File: config.mk
export PLATFORM = sky130hd
export DESIGN_NAME = sop_sweep_ctrl_flat
export DESIGN_NICKNAME = d
export VERILOG_FILES = /design/src/rtl/sop_sweep_ctrl_if.sv /design/src/rtl/sop_sweep_ctrl.sv /design/src/flat_wrapper.sv
export SDC_FILE = /design/constraint.sdc
export NUM_CORES = 1
export LEC_CHECK = 0
export CORE_UTILIZATION = 40
export DETAILED_ROUTE_END_ITERATION = 6
export PLACE_DENSITY = 0.73
export SYNTH_ARGS = -nofsm -noshare
export SYNTH_HDL_FRONTEND = slang
export SYNTH_SLANG_ARGS = --single-unit
File: constraint.sdc
create_clock -name clk -period 2.4 [get_ports clk]
set_clock_uncertainty 0.2 [all_clocks]
set_input_delay 0.72 -clock clk [delete_from_list [all_inputs] [get_ports clk]]
set_output_delay 0.72 -clock clk [all_outputs]
set_load 0.005 [all_outputs]
File: src/rtl/sop_sweep_ctrl_if.sv
// Handshake/result bundle between the sweep sequencer and its host.
// The combinational unit under test sits on vec_o/f_i.
interface sop_sweep_ctrl_if #(
  parameter int N_INPUTS = 3
);
  localparam int NV = 1 << N_INPUTS;

  logic                start;
  logic                abort;
  logic [NV-1:0]       expected;
  logic [N_INPUTS-1:0] vec_o;
  logic                f_i;
  logic                busy;
  logic                done;
  logic                pass;
  logic [NV-1:0]       truth_table;
  logic [N_INPUTS:0]   mismatch_count;
  logic [N_INPUTS-1:0] first_fail;

  modport master (
    output start, abort, expected, f_i,
    input  vec_o, busy, done, pass, truth_table, mismatch_count, first_fail
  );

  modport slave (
    input  start, abort, expected, f_i,
    output vec_o, busy, done, pass, truth_table, mismatch_count, first_fail
  );
endinterface

File: src/rtl/sop_sweep_ctrl.sv
// Exhaustive sweep sequencer for a small combinational block: walks every input
// vector, samples f after a settle time, and compares against an expected truth table.
module sop_sweep_ctrl #(
  parameter int N_INPUTS      = 3,
  parameter int SETTLE_CYCLES = 1
) (
  input logic              clk,
  input logic              rst_n,
  sop_sweep_ctrl_if.slave  bus
);
  localparam int NV = 1 << N_INPUTS;
  localparam logic [N_INPUTS-1:0] VEC_LAST    = '1;
  localparam logic [N_INPUTS-1:0] VEC_ONE     = N_INPUTS'(1);
  localparam logic [N_INPUTS:0]   MM_ONE      = (N_INPUTS + 1)'(1);
  localparam logic [3:0]          SETTLE_LAST = 4'(SETTLE_CYCLES);

  typedef enum logic {IDLE, HOLD} state_e;

  state_e              state_q, state_d;
  logic [N_INPUTS-1:0] vec_q, vec_d;
  logic [3:0]          cnt_q, cnt_d;
  logic [NV-1:0]       exp_q, exp_d;
  logic [NV-1:0]       tt_q, tt_d;
  logic [N_INPUTS:0]   mm_q, mm_d;
  logic [N_INPUTS-1:0] ff_q, ff_d;
  logic                busy_q, busy_d;
  logic                done_q, done_d;
  logic                pass_q, pass_d;

  // NOTE: every _d gets a default at the top so no path leaves it unassigned (no latches).
  always_comb begin
    state_d = state_q;
    vec_d   = vec_q;
    cnt_d   = cnt_q;
    exp_d   = exp_q;
    tt_d    = tt_q;
    mm_d    = mm_q;
    ff_d    = ff_q;
    busy_d  = busy_q;
    pass_d  = pass_q;
    done_d  = 1'b0;

    case (state_q)
      IDLE: begin
        vec_d = '0;
        if (bus.start) begin
          exp_d   = bus.expected;
          tt_d    = '0;
          mm_d    = '0;
          ff_d    = '0;
          pass_d  = 1'b0;
          busy_d  = 1'b1;
          cnt_d   = '0;
          state_d = HOLD;
        end
      end

      HOLD: begin
        if (bus.abort) begin
          // Cancel wins over a sample landing on the same edge; partial results stay.
          state_d = IDLE;
          busy_d  = 1'b0;
          pass_d  = 1'b0;
          vec_d   = '0;
          cnt_d   = '0;
        end else if (cnt_q == SETTLE_LAST) begin
          tt_d[vec_q] = bus.f_i;
          if (bus.f_i != exp_q[vec_q]) begin
            mm_d = mm_q + MM_ONE;
            if (mm_q == '0) ff_d = vec_q;
          end
          cnt_d = '0;
          if (vec_q == VEC_LAST) begin
            state_d = IDLE;
            busy_d  = 1'b0;
            done_d  = 1'b1;
            pass_d  = (mm_d == '0);
            vec_d   = '0;
          end else begin
            vec_d = vec_q + VEC_ONE;
          end
        end else begin
          cnt_d = cnt_q + 4'd1;
        end
      end

      default: state_d = IDLE;
    endcase
  end

  // NOTE: state registers use non-blocking assignment so all flops update together.
  always_ff @(posedge clk or negedge rst_n) begin
    if (!rst_n) begin
      state_q <= IDLE;
      vec_q   <= '0;
      cnt_q   <= '0;
      exp_q   <= '0;
      tt_q    <= '0;
      mm_q    <= '0;
      ff_q    <= '0;
      busy_q  <= 1'b0;
      done_q  <= 1'b0;
      pass_q  <= 1'b0;
    end else begin
      state_q <= state_d;
      vec_q   <= vec_d;
      cnt_q   <= cnt_d;
      exp_q   <= exp_d;
      tt_q    <= tt_d;
      mm_q    <= mm_d;
      ff_q    <= ff_d;
      busy_q  <= busy_d;
      done_q  <= done_d;
      pass_q  <= pass_d;
    end
  end

  assign bus.vec_o          = vec_q;
  assign bus.busy           = busy_q;
  assign bus.done           = done_q;
  assign bus.pass           = pass_q;
  assign bus.truth_table    = tt_q;
  assign bus.mismatch_count = mm_q;
  assign bus.first_fail     = ff_q;
endmodule

File: src/flat_wrapper.sv
// flat-port wrapper written by rule: the top's interface ports become plain ports
module sop_sweep_ctrl_flat 
#(
  parameter int N_INPUTS      = 3,
  parameter int SETTLE_CYCLES = 1
)
  (clk, rst_n, bus_start, bus_abort, bus_expected, bus_f_i, bus_vec_o, bus_busy, bus_done, bus_pass, bus_truth_table, bus_mismatch_count, bus_first_fail);
  sop_sweep_ctrl_if #(.N_INPUTS(N_INPUTS)) bus_i ();
  input logic clk;
  input logic rst_n;
  input wire logic [$bits(bus_i.start)-1:0] bus_start;
  input wire logic [$bits(bus_i.abort)-1:0] bus_abort;
  input wire logic [$bits(bus_i.expected)-1:0] bus_expected;
  input wire logic [$bits(bus_i.f_i)-1:0] bus_f_i;
  output wire logic [$bits(bus_i.vec_o)-1:0] bus_vec_o;
  output wire logic [$bits(bus_i.busy)-1:0] bus_busy;
  output wire logic [$bits(bus_i.done)-1:0] bus_done;
  output wire logic [$bits(bus_i.pass)-1:0] bus_pass;
  output wire logic [$bits(bus_i.truth_table)-1:0] bus_truth_table;
  output wire logic [$bits(bus_i.mismatch_count)-1:0] bus_mismatch_count;
  output wire logic [$bits(bus_i.first_fail)-1:0] bus_first_fail;
  assign bus_i.start = bus_start;
  assign bus_i.abort = bus_abort;
  assign bus_i.expected = bus_expected;
  assign bus_i.f_i = bus_f_i;
  assign bus_vec_o = bus_i.vec_o;
  assign bus_busy = bus_i.busy;
  assign bus_done = bus_i.done;
  assign bus_pass = bus_i.pass;
  assign bus_truth_table = bus_i.truth_table;
  assign bus_mismatch_count = bus_i.mismatch_count;
  assign bus_first_fail = bus_i.first_fail;
  sop_sweep_ctrl #(.N_INPUTS(N_INPUTS), .SETTLE_CYCLES(SETTLE_CYCLES)) u_core (.clk(clk), .rst_n(rst_n), .bus(bus_i));
endmodule
After elaboration in Yosys (flattened, before gate mapping) --
Cells that the tools add are included.
Cells by class: $add $sub $neg 3, multipliers 0, div/mod/pow operators 0, $lt $le $gt $ge 2, eq/ne operators 10, shifts and indexed selects 0, multiplexer cells 49, bitwise gates (word level) 1, reductions and logical operators 7
Operators by type and width (number):
- 2-to-1 mux 4 bit | 9
- 2-to-1 mux 3 bit | 8
- 2-to-1 mux 8 bit | 3
- 2-to-1 mux 1 bit | 18
- case mux 4 bit (2 select lines) | 2
- case mux 8 bit (2 select lines) | 1
- case mux 3 bit (2 select lines) | 2
- inequality test 2 bit (second input constant) | 5
- adder 4 x 1 -> 4 bit (second input constant) | 2
- bitwise mux 8 bit | 1
- zero test 4 bit | 2
- inequality test 3 bit (second input constant) | 2
- case mux 1 bit (2 select lines) | 3
- AND reduction 3 bit | 2
- AND reduction 5 bit | 1
- equality test 4 x 1 -> 1 bit (second input constant) | 1
- < comparator 3 x 4 -> 1 bit (second input constant) | 1
- adder 3 x 1 -> 3 bit (second input constant) | 1
- binary-select mux 1 bit (select 3 bit) | 1
- demux 1 bit (select 3 bit) | 1
- equality test 3 bit (second input constant) | 1
- >= comparator 3 x 1 -> 1 bit (second input constant) | 1
- AND reduction 2 bit | 1
- logical AND 1 bit | 1
- other kinds (2) | 2
Storage, ports and cells: register bits 34, latch bits 0, RAM bits 0, memory bits (read-only) 0, word-level logic and storage cells 82, memories kept 0

Logic depth before layout (Yosys ltp) --
Gate-level depths: netlist of run 1.
depth after elaboration 12, depth in mapped cells 8

Worst setup path after synthesis of run 1 --
Ideal clock, no wire load.
path type reg2reg, from register u_core.vec_q[0], in the netlist u_core.bus.vec_o[0], to register u_core.mm_q[3], in the netlist u_core.bus.mismatch_count[3], arrival 1.996 ns, required time 2.131 ns, path slack 0.135 ns, cell stages (with the launch flop) 6, path buffers 0, cell sequence dfrtp_1 -> mux4_1 -> mux2_4 -> xnor2_4 -> or4_1 -> nand3_1
Between the ends: cells in the longest elaborated chain, start to end 10
Ends and longest elaborated chain:
- from (decl) | line sop_sweep_ctrl.sv:20 | logic [N_INPUTS-1:0] vec_q, vec_d;
- from (signal assigned) | line sop_sweep_ctrl.sv:106 | vec_q <= vec_d;
- binary-select mux 1 bit (select 3 bit) | line sop_sweep_ctrl.sv:68 | if (bus.f_i != exp_q[vec_q]) begin
- 2-to-1 mux 1 bit (implied by the code) | line sop_sweep_ctrl.sv:68
- inequality test 1 bit | line sop_sweep_ctrl.sv:68
- 2-to-1 mux 4 bit | line sop_sweep_ctrl.sv:68
- 2-to-1 mux 4 bit | line sop_sweep_ctrl.sv:66 | end else if (cnt_q == SETTLE_LAST) begin
- 2-to-1 mux 4 bit | line sop_sweep_ctrl.sv:59 | if (bus.abort) begin
- 2-to-1 mux 4 bit | line sop_sweep_ctrl.sv:43 | case (state_q)
- 2-to-1 mux 4 bit | line sop_sweep_ctrl.sv:66
- 2-to-1 mux 4 bit | line sop_sweep_ctrl.sv:59
- case mux 4 bit (2 select lines) | line sop_sweep_ctrl.sv:43
- to (signal assigned) | line sop_sweep_ctrl.sv:110 | mm_q <= mm_d;
- to (decl) | line sop_sweep_ctrl.sv:24 | logic [N_INPUTS:0] mm_q, mm_d;
Every way passes these cells. The select of a mux whose other input is x is not followed. A chain may end at the register's enable or synchronous reset.

Worst setup path after layout of run 1 --
from register u_core.vec_q[0], in the netlist u_core.bus.vec_o[0], to output port bus_vec_o[0]
RTL lines:
- to (decl) | line flat_wrapper.sv:15 | output wire logic [$bits(bus_i.vec_o)-1:0] bus_vec_o;
No word-level cell between the ends.

==> run_results.csv, run 1 <==
group,metric,value,unit
logic_synthesis,postSynthNetCount,194,
die,core,4320,µm²
placed_design,routabilityCongestion,0.808,
clock_tree,numClockSinks,34,
critical_path,arrival,1400,ps
detailed_routing,wl_met1,1770,µm
status,outcome,"finished clean",
clock_tree,cts_hold_buf,0,
critical_path,r2r_start,"u_core.bus.vec_o[0]",
power,power.leakage,0.00104,µW
finish,fin_cells,275,
timing,hold_slack,282,ps
logic_synthesis,syn-cell-area,1800,µm²
die,die_h,69.1,µm
critical_path,cp-end-kind,"primary output",
logic_synthesis,ys_seq_elements,34,
power,ir_drop,465,µV
logic_synthesis,ys_async_sr_fraction,100,%
clock_tree,clockBufferDepth,2,
power,seq_power_share,46.2,%
logic_synthesis,synth_edf_count,0,
logic_synthesis,synth_cells,175,
power,power.switching,409,µW
min_path,holdPathStages,1,
critical_path,reg2reg_to,"u_core.bus.first_fail[0]",
logic_synthesis,yosys_warnings,0,
timing,rsz0062_at_grt,"false",
detailed_routing,drc,0,
timing,report.final.slew_viol_count,0,
die,die_w,69.1,µm
die,std_cell_rows,24,
global_routing,antenna_found_initial,0,
critical_path,worstRegToRegCells,5,
critical_path,crit_type,"reg2out",
detailed_routing,highest_layer,"met4",
detailed_routing,viasPerCell,5.07,
critical_path,cp.required,1480,ps
timing,fmaxAchievable,0.430,GHz
detailed_routing,wl_met3,188,µm
detailed_routing,ant_nets,0,
global_routing,grt_pass1_vias,1354,
detailed_routing,wire_per_inst,13.3,µm
detailed_routing,via_count,1393,
global_routing,grt_first_pass_wirelength,6400,µm
critical_path,cp-start-kind,"register",
critical_path,r2r_slack,80,ps
placed_design,port_buffers,33,
critical_path,crit_fanout,14,
timing,worst_slew_pin_slew,407,ps
global_routing,grt_remaining_overflow,0,
clock_tree,cts-htree-levels,2,
min_path,hp-start,"u_core.exp_q[5]",
placed_design,place_area,2270,µm²
detailed_routing,firstDrtPassIters,4,
min_path,min_to,"u_core.exp_q[5]",
detailed_routing,drt_iter0_markers,88,
detailed_routing,wl_met2,1640,µm
clock_tree,clk_latency,290,ps
finish,synthToLayoutAreaGrowth,31.9,%
clock_tree,cts_tree,"done",
logic_synthesis,synth.distinct_cells,37,
timing,final.min_clock_period,2320,ps
timing,max_slew_margin,72.9,%
power,p_comb_share,24.0,%
detailed_routing,routed_wl,3660,µm
logic_synthesis,synthFlopType,"dfrtp_1",
clock_tree,root_buffer,"clkbuf_8",
die,dieArea,4770,µm²
finish,antenna_cells,0,
clock_tree,post-cts-setup-buffers,0,
timing,hold_viol,0,
run,drv_cap,0,
power,switching_share,28.1,%
die,ios,34,
placed_design,dpl.hpwl,2790,µm
power,clockPowerShare,29.8,%
global_routing,grt_start_max_net_pins,35,
global_routing,grt_usage,17.4,%
power,p_per_area,614,nW/µm²
finish,drive_gt1_share,16.1,%
timing,period_share,96.8,%
placed_design,dpl.cell_count,267,
clock_tree,clk_pin_slew_worst_paths,70,ps
die,initial_core_util,41.6,%
clock_tree,cts-buffers-inserted,5,
timing,setup_viol,0,
logic_synthesis,synth_area_per_cell,10.3,µm²
logic_synthesis,seq_area_frac_synth,47.3,%
critical_path,cp-startpoint,"u_core.bus.vec_o[0]",
finish,nets,241,
min_path,worstHoldPathType,"reg2reg",
power,p_int,1050,µW
finish,layout_common_cells,"clkdlybuf4s50_1, dfrtp_1, nor2_1",
finish,design_area,2370,µm²
[cell usage after synthesis, drive strengths merged, types with 5 or more instances]
| cell type | instances | area share [%] |
|---|---|---|
| nand3 | 5 | 1.4 |
| nand2 | 12 | 2.5 |
| ha | 6 | 4.2 |
| dfrtp | 34 | 47 |
| mux2 | 11 | 7.3 |
| o21ai | 18 | 5.0 |
| inv | 7 | 1.5 |
| clkbuf | 6 | 1.3 |
| nor2 | 20 | 4.2 |
| nand2b | 6 | 2.1 |
| a21oi | 6 | 1.7 |
[how the worst max path moves through the flow]
stage / end / slack (ps) / depth (start not counted)
final: bus_vec_o[0] / 80 / 2
after global routing: bus_vec_o[0] / 20 / 2
after CTS: bus_vec_o[0] / 10 / 2
after detailed placement: u_core.bus.first_fail[0] / -30 / 6
after global placement: u_core.bus.first_fail[0] / 20 / 6
after floorplan: u_core.bus.mismatch_count[3] / 140 / 5
[critical path, cell delays in order (launching register included)]
cell and delay [ps]:
dfrtp_2 410, buf_6 180, clkdlybuf4s50_1 520
[final cells by class]
| type | count | area (µm²) |
|---|---|---|
| clock buffer | 6 | 82.6 |
| clock inverter | 2 | 12.5 |
| fill | 393 | 1950 |
| inverter | 7 | 26.3 |
| multi-input combinational | 127 | 895 |
| sequential | 34 | 852 |
| tap | 52 | 65.1 |
| timing repair buffer | 47 | 439 |
[power by group through the flow]
| stage | Sequential (µW) | Clock [µW] | Combinational [µW] |
|---|---|---|---|
| after floorplan | 675 | 0 | 208 |
| after global placement | 682 | 0 | 344 |
| after detailed placement | 684 | 0 | 353 |
| after CTS | 673 | 447 | 354 |
| after global routing | 681 | 474 | 386 |
| final | 673 | 435 | 349 |
[metrics by stage]
stage	TNS [ps]	util (%)	worst slack [ps]	total power (µW)
final	0	54.9	77.1	1460
after CTS	0	54.8	13.1	1470
after global placement	0	52.5	23.5	1030
after floorplan	0	-	135	884
after detailed placement	-27.5	52.5	-27.5	1040
after global routing	0	54.9	15.1	1540
[per-layer routing]
metal	up-vias	global-route usage [%]
li1	714	-
met1	636	22.3
met2	39	26.9
met3	4	6.14
met4	0	6.58
met5	-	0
[registers in the layout, summed over array words and instances, names as in the netlist]
register and count:
u_core.bus.busy 1, u_core.bus.done 1, u_core.bus.first_fail 3, u_core.bus.mismatch_count 4, u_core.bus.pass 1, u_core.bus.truth_table 8, u_core.bus.vec_o 3, u_core.cnt_q 4
u_core.exp_q 8, u_core.state_q 1
[timing repair]
| item | CTS | global route |
|---|---|---|
| gates resized for setup | 1 | 1 |
| setup endpoints to repair | 1 | 3 |
| cloned | 0 | 0 |
[cell families after synthesis]
group	synth area share, %
adder cells (fa/ha/maj)	4.17
buffers and inverters	2.99
multiplexers	12.4
flip-flops	47.3
XOR/XNOR	3.48
AND/OR/NAND/NOR	17.2
AO/OA/AOI/OAI	12.4
Note: power is estimated with default switching activity, not from simulation.
==> run 2: changes to the inputs <==
==> constraint.sdc (replaced) <==
create_clock -name clk -period 2.4 [get_ports clk]
set_clock_uncertainty 0.2 [all_clocks]
set_input_delay 0.48 -clock clk [delete_from_list [all_inputs] [get_ports clk]]
set_output_delay 0.48 -clock clk [all_outputs]
set_load 0.005 [all_outputs]
==> run 2 against run 1 <==
  * Global-route usage fell by 0.22 points
  * First-iteration DRC count increased by 3.4%
  * Sequential power about the same
  * Count of clock-buffer cells in the layout stayed put
  * Cell area is 0.53% higher
  * Die area stayed put
  * Cell count down 1.5%
  * Hold slack better by 2.8 ps
  * Register-to-register slack better by 50 ps
  * Sequential cell count did not move
  * Utilization up 0.29 points
  * Critical path type is now reg2reg
==> run_results.csv, run 2 (synthesis results as in run 1) <==
group,metric,value,unit
global_routing,grt_pass1_vias,1411,
status,outcome,"finished clean",
critical_path,cp-start-kind,"register",
detailed_routing,drc,0,
timing,max_slew_margin,71.4,%
placed_design,routabilityCongestion,0.875,
detailed_routing,viasPerCell,5.13,
global_routing,grt_remaining_overflow,0,
die,die_w,69.1,µm
power,switching_share,24.6,%
clock_tree,root_buffer,"clkbuf_8",
power,clockPowerShare,39.3,%
timing,tns,0,ps
power,ir_drop,683,µV
timing,setup_viol,0,
critical_path,crit_fanout,7,
detailed_routing,via_count,1389,
clock_tree,numClockSinks,34,
timing,period_share,94.7,%
placed_design,port_buffers,33,
finish,synthToLayoutAreaGrowth,32.5,%
finish,antenna_cells,0,
clock_tree,cts_resized,0,
global_routing,antenna_found_initial,0,
finish,layout_commonest_cell,"dfrtp_1",
critical_path,cp-end-kind,"register",
finish,design_area,2380,µm²
timing,fmaxAchievable,0.440,GHz
timing,rsz0062_at_grt,"false",
critical_path,crit_type,"reg2reg",
power,seq_power_share,40.5,%
global_routing,grt_start_max_net_pins,35,
die,initial_core_util,41.6,%
finish,layout_common_cells,"dfrtp_1, clkdlybuf4s50_1, nor2_1",
detailed_routing,drt_iter0_markers,91,
clock_tree,cts-buffers-inserted,5,
timing,worst_slew_pin_slew,428,ps
die,ios,34,
power,p_int,1250,µW
power,power.switching,410,µW
detailed_routing,wl_met2,1620,µm
finish,drive_gt1_share,14.2,%
power,p_comb_share,20.2,%
finish,nets,237,
detailed_routing,wl_met1,1780,µm
placed_design,dpl.hpwl,2660,µm
critical_path,cp.required,2430,ps
detailed_routing,highest_layer,"met4",
clock_tree,cts-htree-levels,2,
clock_tree,cts_tree,"done",
detailed_routing,wire_per_inst,13.4,µm
die,die_h,69.1,µm
timing,setup_slack,127,ps
placed_design,pre_cts_ws,112,ps
placed_design,place_area,2240,µm²
die,std_cell_rows,24,
detailed_routing,routed_wl,3620,µm
timing,report.final.slew_viol_count,0,
timing,final.min_clock_period,2270,ps
run,drv_cap,0,
critical_path,arrival,2300,ps
power,power.leakage,0.00104,µW
clock_tree,clk_latency,290,ps
clock_tree,clockBufferDepth,2,
clock_tree,post-cts-setup-buffers,0,
detailed_routing,firstDrtPassIters,4,
detailed_routing,wl_met3,163,µm
global_routing,grt_usage,17.1,%
timing,hold_viol,0,
clock_tree,cts_hold_buf,0,
min_path,worstHoldPathType,"reg2reg",
die,core,4320,µm²
detailed_routing,ant_nets,0,
die,dieArea,4770,µm²
global_routing,grt_first_pass_wirelength,6490,µm
power,p_per_area,697,nW/µm²
clock_tree,clk_pin_slew_worst_paths,70,ps
==> run 2: cell type report <==
| cell class | count | area [µm²] |
|---|---|---|
| multi-input combinational | 127 | 895 |
| tap | 52 | 65.1 |
| timing repair buffer | 43 | 405 |
| inverter | 7 | 26.3 |
| fill | 391 | 1940 |
| sequential | 34 | 851 |
| clock inverter | 2 | 60.1 |
| clock buffer | 6 | 82.6 |
==> run 2: final timing paths <==
kind                                           from                            to  slack [ps]  cells past startpoint
worst min register to register      u_core.exp_q[5]               u_core.exp_q[5]         280                      1
max in group asynchronous                     rst_n     u_core.bus.truth_table[5]        1310                      2
worst max-delay path            u_core.bus.vec_o[0]  u_core.bus.mismatch_count[3]         130                      5
worst max register to register  u_core.bus.vec_o[0]  u_core.bus.mismatch_count[3]         130                      5
min in group asynchronous                     rst_n               u_core.bus.pass         390                      2
worst min-delay path                u_core.exp_q[5]               u_core.exp_q[5]         280                      1
==> run 2: worst max-delay path: stages (launching register included) <==
cell and delay (ps):
dfrtp_1 390, mux4_1 560, mux2_4 340, xnor2_4 170, or4_1 480, nand3_1 80
==> run 2: per-layer routing <==
layer,up-vias,GRT usage [%]
met5,-,0
met4,0,5.44
met3,8,5.56
met2,36,26.9
met1,640,22.4
li1,705,-
==> run 2: per-stage QoR <==
step                instances  hold WS [ps]  total power [µW]  utilization (%)
finish                    271           285              1660             55.2
global route              271           330              1750             55.2
CTS                       271           296              1680             55.2
detailed placement        263           280              1020             51.9
global placement          263           276              1010             51.9
floorplan                 175         -15.6               884                -
==> run 2: power groups by stage <==
| stage | clock network, µW | registers (µW) | logic [µW] |
|---|---|---|---|
| floorplan | 0 | 675 | 208 |
| global placement | 0 | 682 | 332 |
| detailed placement | 0 | 684 | 337 |
| CTS | 665 | 674 | 339 |
| global route | 694 | 682 | 372 |
| finish | 653 | 674 | 336 |
==> patch 1 (flow settings as in run 1) <==
`tt_q` no longer has a reset.
--- a/src/rtl/sop_sweep_ctrl.sv
+++ b/src/rtl/sop_sweep_ctrl.sv
@@ -95,7 +95,6 @@
       vec_q   <= '0;
       cnt_q   <= '0;
       exp_q   <= '0;
-      tt_q    <= '0;
       mm_q    <= '0;
       ff_q    <= '0;
       busy_q  <= 1'b0;
@@ -106,13 +105,16 @@
       vec_q   <= vec_d;
       cnt_q   <= cnt_d;
       exp_q   <= exp_d;
-      tt_q    <= tt_d;
       mm_q    <= mm_d;
       ff_q    <= ff_d;
       busy_q  <= busy_d;
       done_q  <= done_d;
       pass_q  <= pass_d;
     end
+  end
+
+  always_ff @(posedge clk) begin
+    tt_q <= tt_d;
   end
 
   assign bus.vec_o          = vec_q;
Formal check against the unedited RTL: differs if rst_n is asserted again (counterexample within 4 cycles, from zero or initial values and one cycle with rst_n low); with rst_n held inactive, the same outputs for 10 cycles.
==> patch 1 against run 1 <==
  * Global-route usage down 0.62 points
  * First-iteration DRC count down 53%
  * Sequential cell count unchanged
  * Sequential share of layout area up 1.1 points
  * Total power down 0.61%
  * Highest routed layer unchanged
  * Worst setup slack better by 0.018 ns
  * Routed wire length up 0.63%
  * Cell area up 1.7%
  * Area after synthesis up 1.3%
==> patch 1: results (changes against run 1) <==
metric,value,unit,change
Multi-input gate area,878,µm²,-1.8%
sequential fraction of the synthesis area,48.9,%,+1.6 points
Worst Hold Path EP,u_core.exp_q[3]$_DFFE_PN0P_,,
clock-cell share of area,3.32,%,-0.69 points
Clock buffer cells,8,,+2
RR Endpoint,u_core.bus.mismatch_count[0]$_DFFE_PN0P_,,
Final Net Count,254,,+5.4%
design area,0.00241,mm²,+1.7%
min-delay src,u_core.exp_q[3]$_DFFE_PN0P_,,
Max VDD drop,0.000427,V,-8.3%
met3 wire len,167,µm,-11%
hold_ws,0.274,ns,-0.00805 ns
fin cells,288,,+4.7%
Tot GR Track Use,16.7,%,-0.62 points
outcome,finished clean,,
final worst slack,0.0953,ns,+0.0182 ns
most common library cells after synthesis,"47 x nand2_1, 26 x dfrtp_1, 14 x nor2_1",,
Static Leakage,1.09,nW,+5.5%
met2 Usage GRT,26.3,%,-0.54 points
buffering overhead,19.8,%,+1.3 points
Fillers,380,,-3.3%
post-cts sizing count,0,,-1
Crit. Startpoint,u_core.bus.vec_o[0]$_DFFE_PN0N_,,
dpl cells,280,,+4.9%
met3 Track Usage GR,4.94,%,-1.2 points
met2 WL,1.70,mm,+3.2%
count of different cell masters after synthesis,33,,-11%
vias in the first global route,1404,,+3.7%
Worst slew margin,65.9,%,-7.0 points
nonclk buf count,51,,+8.5%
vias per cell,4.90,,-3.3%
largest net degree at the start of global routing,27,,-23%
share of cells above drive strength 1,12.7,%,-3.4 points
reg2reg setup slack,0.12,ns,+0.04 ns
Register Area,892,µm²,+4.7%
Non-Clock Inverter Count,5,,-2
wire length on met1,1.78,mm,+0.34%
fraction of registers with async set/reset,76.5,%,-24 points
HPWL Detailed,2.64,mm,-5.6%
==> patch 1: cell types whose count changed in the layout (fill, tap and decap cells not counted), moves of 4 or more <==
cell             run 1  this run
nand2_1             12        47
mux2_2               8         2
nor2_1              20        14
mux2i_1              4        13
edfxtp_1             0         8
o21ai_1             15         1
nor2b_1              2         9
buf_4               13        17
dfrtp_1             33        25
==> patch 1: cell families after synthesis <==
group | count (synthesis) | share of synthesized area [%]
AND/OR/NAND/NOR | 94 | 23.8
flip-flops | 34 | 48.9
multiplexers | 18 | 12.1
AO/OA/AOI/OAI | 17 | 5.70
buffers and inverters | 14 | 2.88
adder cells (fa/ha/maj) | 6 | 4.12
XOR/XNOR | 3 | 2.47
==> patch 1: power groups by stage <==
stage	clock [mW]	sequential, mW	combinational (mW)
after floorplan	0	0.703	0.189
after global placement	0	0.717	0.331
after detailed placement	0	0.720	0.338
after CTS	0.410	0.709	0.341
after global routing	0.433	0.719	0.372
final	0.402	0.709	0.337
==> patch 2 (settings of run 1) <==
Without the edit above. `N_INPUTS` is set to 3 in 3 places; all go to 2.
--- a/src/rtl/sop_sweep_ctrl_if.sv
+++ b/src/rtl/sop_sweep_ctrl_if.sv
@@ -1,7 +1,7 @@
 // Handshake/result bundle between the sweep sequencer and its host.
 // The combinational unit under test sits on vec_o/f_i.
 interface sop_sweep_ctrl_if #(
-  parameter int N_INPUTS = 3
+  parameter int N_INPUTS = 2
 );
   localparam int NV = 1 << N_INPUTS;
 
--- a/src/rtl/sop_sweep_ctrl.sv
+++ b/src/rtl/sop_sweep_ctrl.sv
@@ -1,7 +1,7 @@
 // Exhaustive sweep sequencer for a small combinational block: walks every input
 // vector, samples f after a settle time, and compares against an expected truth table.
 module sop_sweep_ctrl #(
-  parameter int N_INPUTS      = 3,
+  parameter int N_INPUTS      = 2,
   parameter int SETTLE_CYCLES = 1
 ) (
   input logic              clk,
--- a/src/flat_wrapper.sv
+++ b/src/flat_wrapper.sv
@@ -1,7 +1,7 @@
 // flat-port wrapper written by rule: the top's interface ports become plain ports
 module sop_sweep_ctrl_flat 
 #(
-  parameter int N_INPUTS      = 3,
+  parameter int N_INPUTS      = 2,
   parameter int SETTLE_CYCLES = 1
 )
   (clk, rst_n, bus_start, bus_abort, bus_expected, bus_f_i, bus_vec_o, bus_busy, bus_done, bus_pass, bus_truth_table, bus_mismatch_count, bus_first_fail);
Interface: changed (5 resized); port bits go from 34 to 23. The function was not compared with the original's and may differ.
==> patch 2 against run 1 <==
  * The flow now finishes with violations (DRC)
  * Highest routed layer unchanged
  * Sequential cell count down 11
  * Routed wire length decreased by 33%
  * Worst hold slack better by 0.037 ns
  * Cell area decreased by 33%
  * Area after synthesis decreased by 32%
  * Global-route usage up 0.084 points
  * Total power shrank 41%
  * Maximum frequency is 1.7% higher
  * Worst setup slack improved by 0.040 ns
==> patch 2: results (changes against run 1) <==
metric,value,unit,change
row count,19,,-21%
Worst slew margin,80.7,%,+7.9 points
"top cells by area, synth","dfrtp_1 47%, ha_1 8.2%, mux2i_1 4.9%, mux2_2 3.7%, nor2_1 3.7%",,
vias per cell,5.24,,+3.4%
min-delay src,u_core.exp_q[3]$_DFFE_PN0P_,,
hold_ws,0.319,ns,+0.0373 ns
Non-Clock Inverter Count,11,,+4
failing checks,DRC,,
Psw,255,µW,-38%
Final min period,2.28,ns,-0.0399 ns
multiplexer area fraction after synthesis,10.5,%,-2.0 points
sequential fraction of the synthesis area,47.2,%,-0.11 points
largest net degree at the start of global routing,24,,-31%
Seq cells post-synth,23,,-32%
xor and xnor area share after synthesis,3.49,%,+0.010 points
TritonCTS Buffers,3,,-2
pre-CTS setup slack,-0.0330,ns,-0.00546 ns
Final Net Count,169,,-30%
first drt pass iteration count,6,,+2
Static Leakage,0.721,nW,-30%
Worst Hold Path EP,u_core.exp_q[3]$_DFFE_PN0P_,,
synthesized instance count,117,,-33%
Port Buffers,22,,-33%
H-Tree Level Count,1,,-1
DR DRC count,2,,+2
fraction of area in multi-input gates,37.2,%,-0.53 points
most common library cells after synthesis,"23 x dfrtp_1, 12 x nor2_1, 11 x inv_1",,
"Net Count, Synth",134,,-31%
HPWL Detailed,1.92,mm,-31%
outcome,"finished, violations left",,
Clk power,180,µW,-59%
P_seq,446,µW,-34%
count of different cell masters after synthesis,33,,-11%
Clock Tree Root,clkbuf_4,,
clock-cell share of area,1.74,%,-2.3 points
dpl cells,178,,-33%
post-cts sizing count,0,,-1
"Reg clk slew, reported paths",0.13,ns,+0.06 ns
later-pin clock latency in the skew report,0.31,ns,+0.02 ns
#MultiIn Comb,79,,-38%
instance area at placement,0.00155,mm²,-32%
## patch 2: cell types whose count changed after synthesis, sizes merged, moves of 4 or more
cell	run 1	this run
nor2	20	12
dfrtp	34	23
mux2	11	4
o21ai	18	4
nand2	12	6
inv	7	11
nand2b	6	2
## patch 2: metal layers
metal,share of wire (%),GRT usage [%],up-vias
li1,-,-,469
met3,4.9,5.22,2
met1,45,22.1,461
met2,50,30.9,21
met5,0,0,-
met4,0.32,1.05,0
## patch 2: worst max path at each step
stage                                          from                                  endpoint
finish              u_core.bus.vec_o[1]$_DFFE_PN0P_                              bus_vec_o[1]
global route        u_core.bus.vec_o[1]$_DFFE_PN0P_                              bus_vec_o[1]
CTS                 u_core.bus.vec_o[1]$_DFFE_PN0P_                              bus_vec_o[1]
detailed placement                        bus_abort  u_core.bus.mismatch_count[1]$_DFFE_PN0P_
global placement                          bus_abort  u_core.bus.mismatch_count[0]$_DFFE_PN0P_
floorplan           u_core.bus.vec_o[0]$_DFFE_PN0P_               u_core.bus.pass$_DFFE_PN0P_
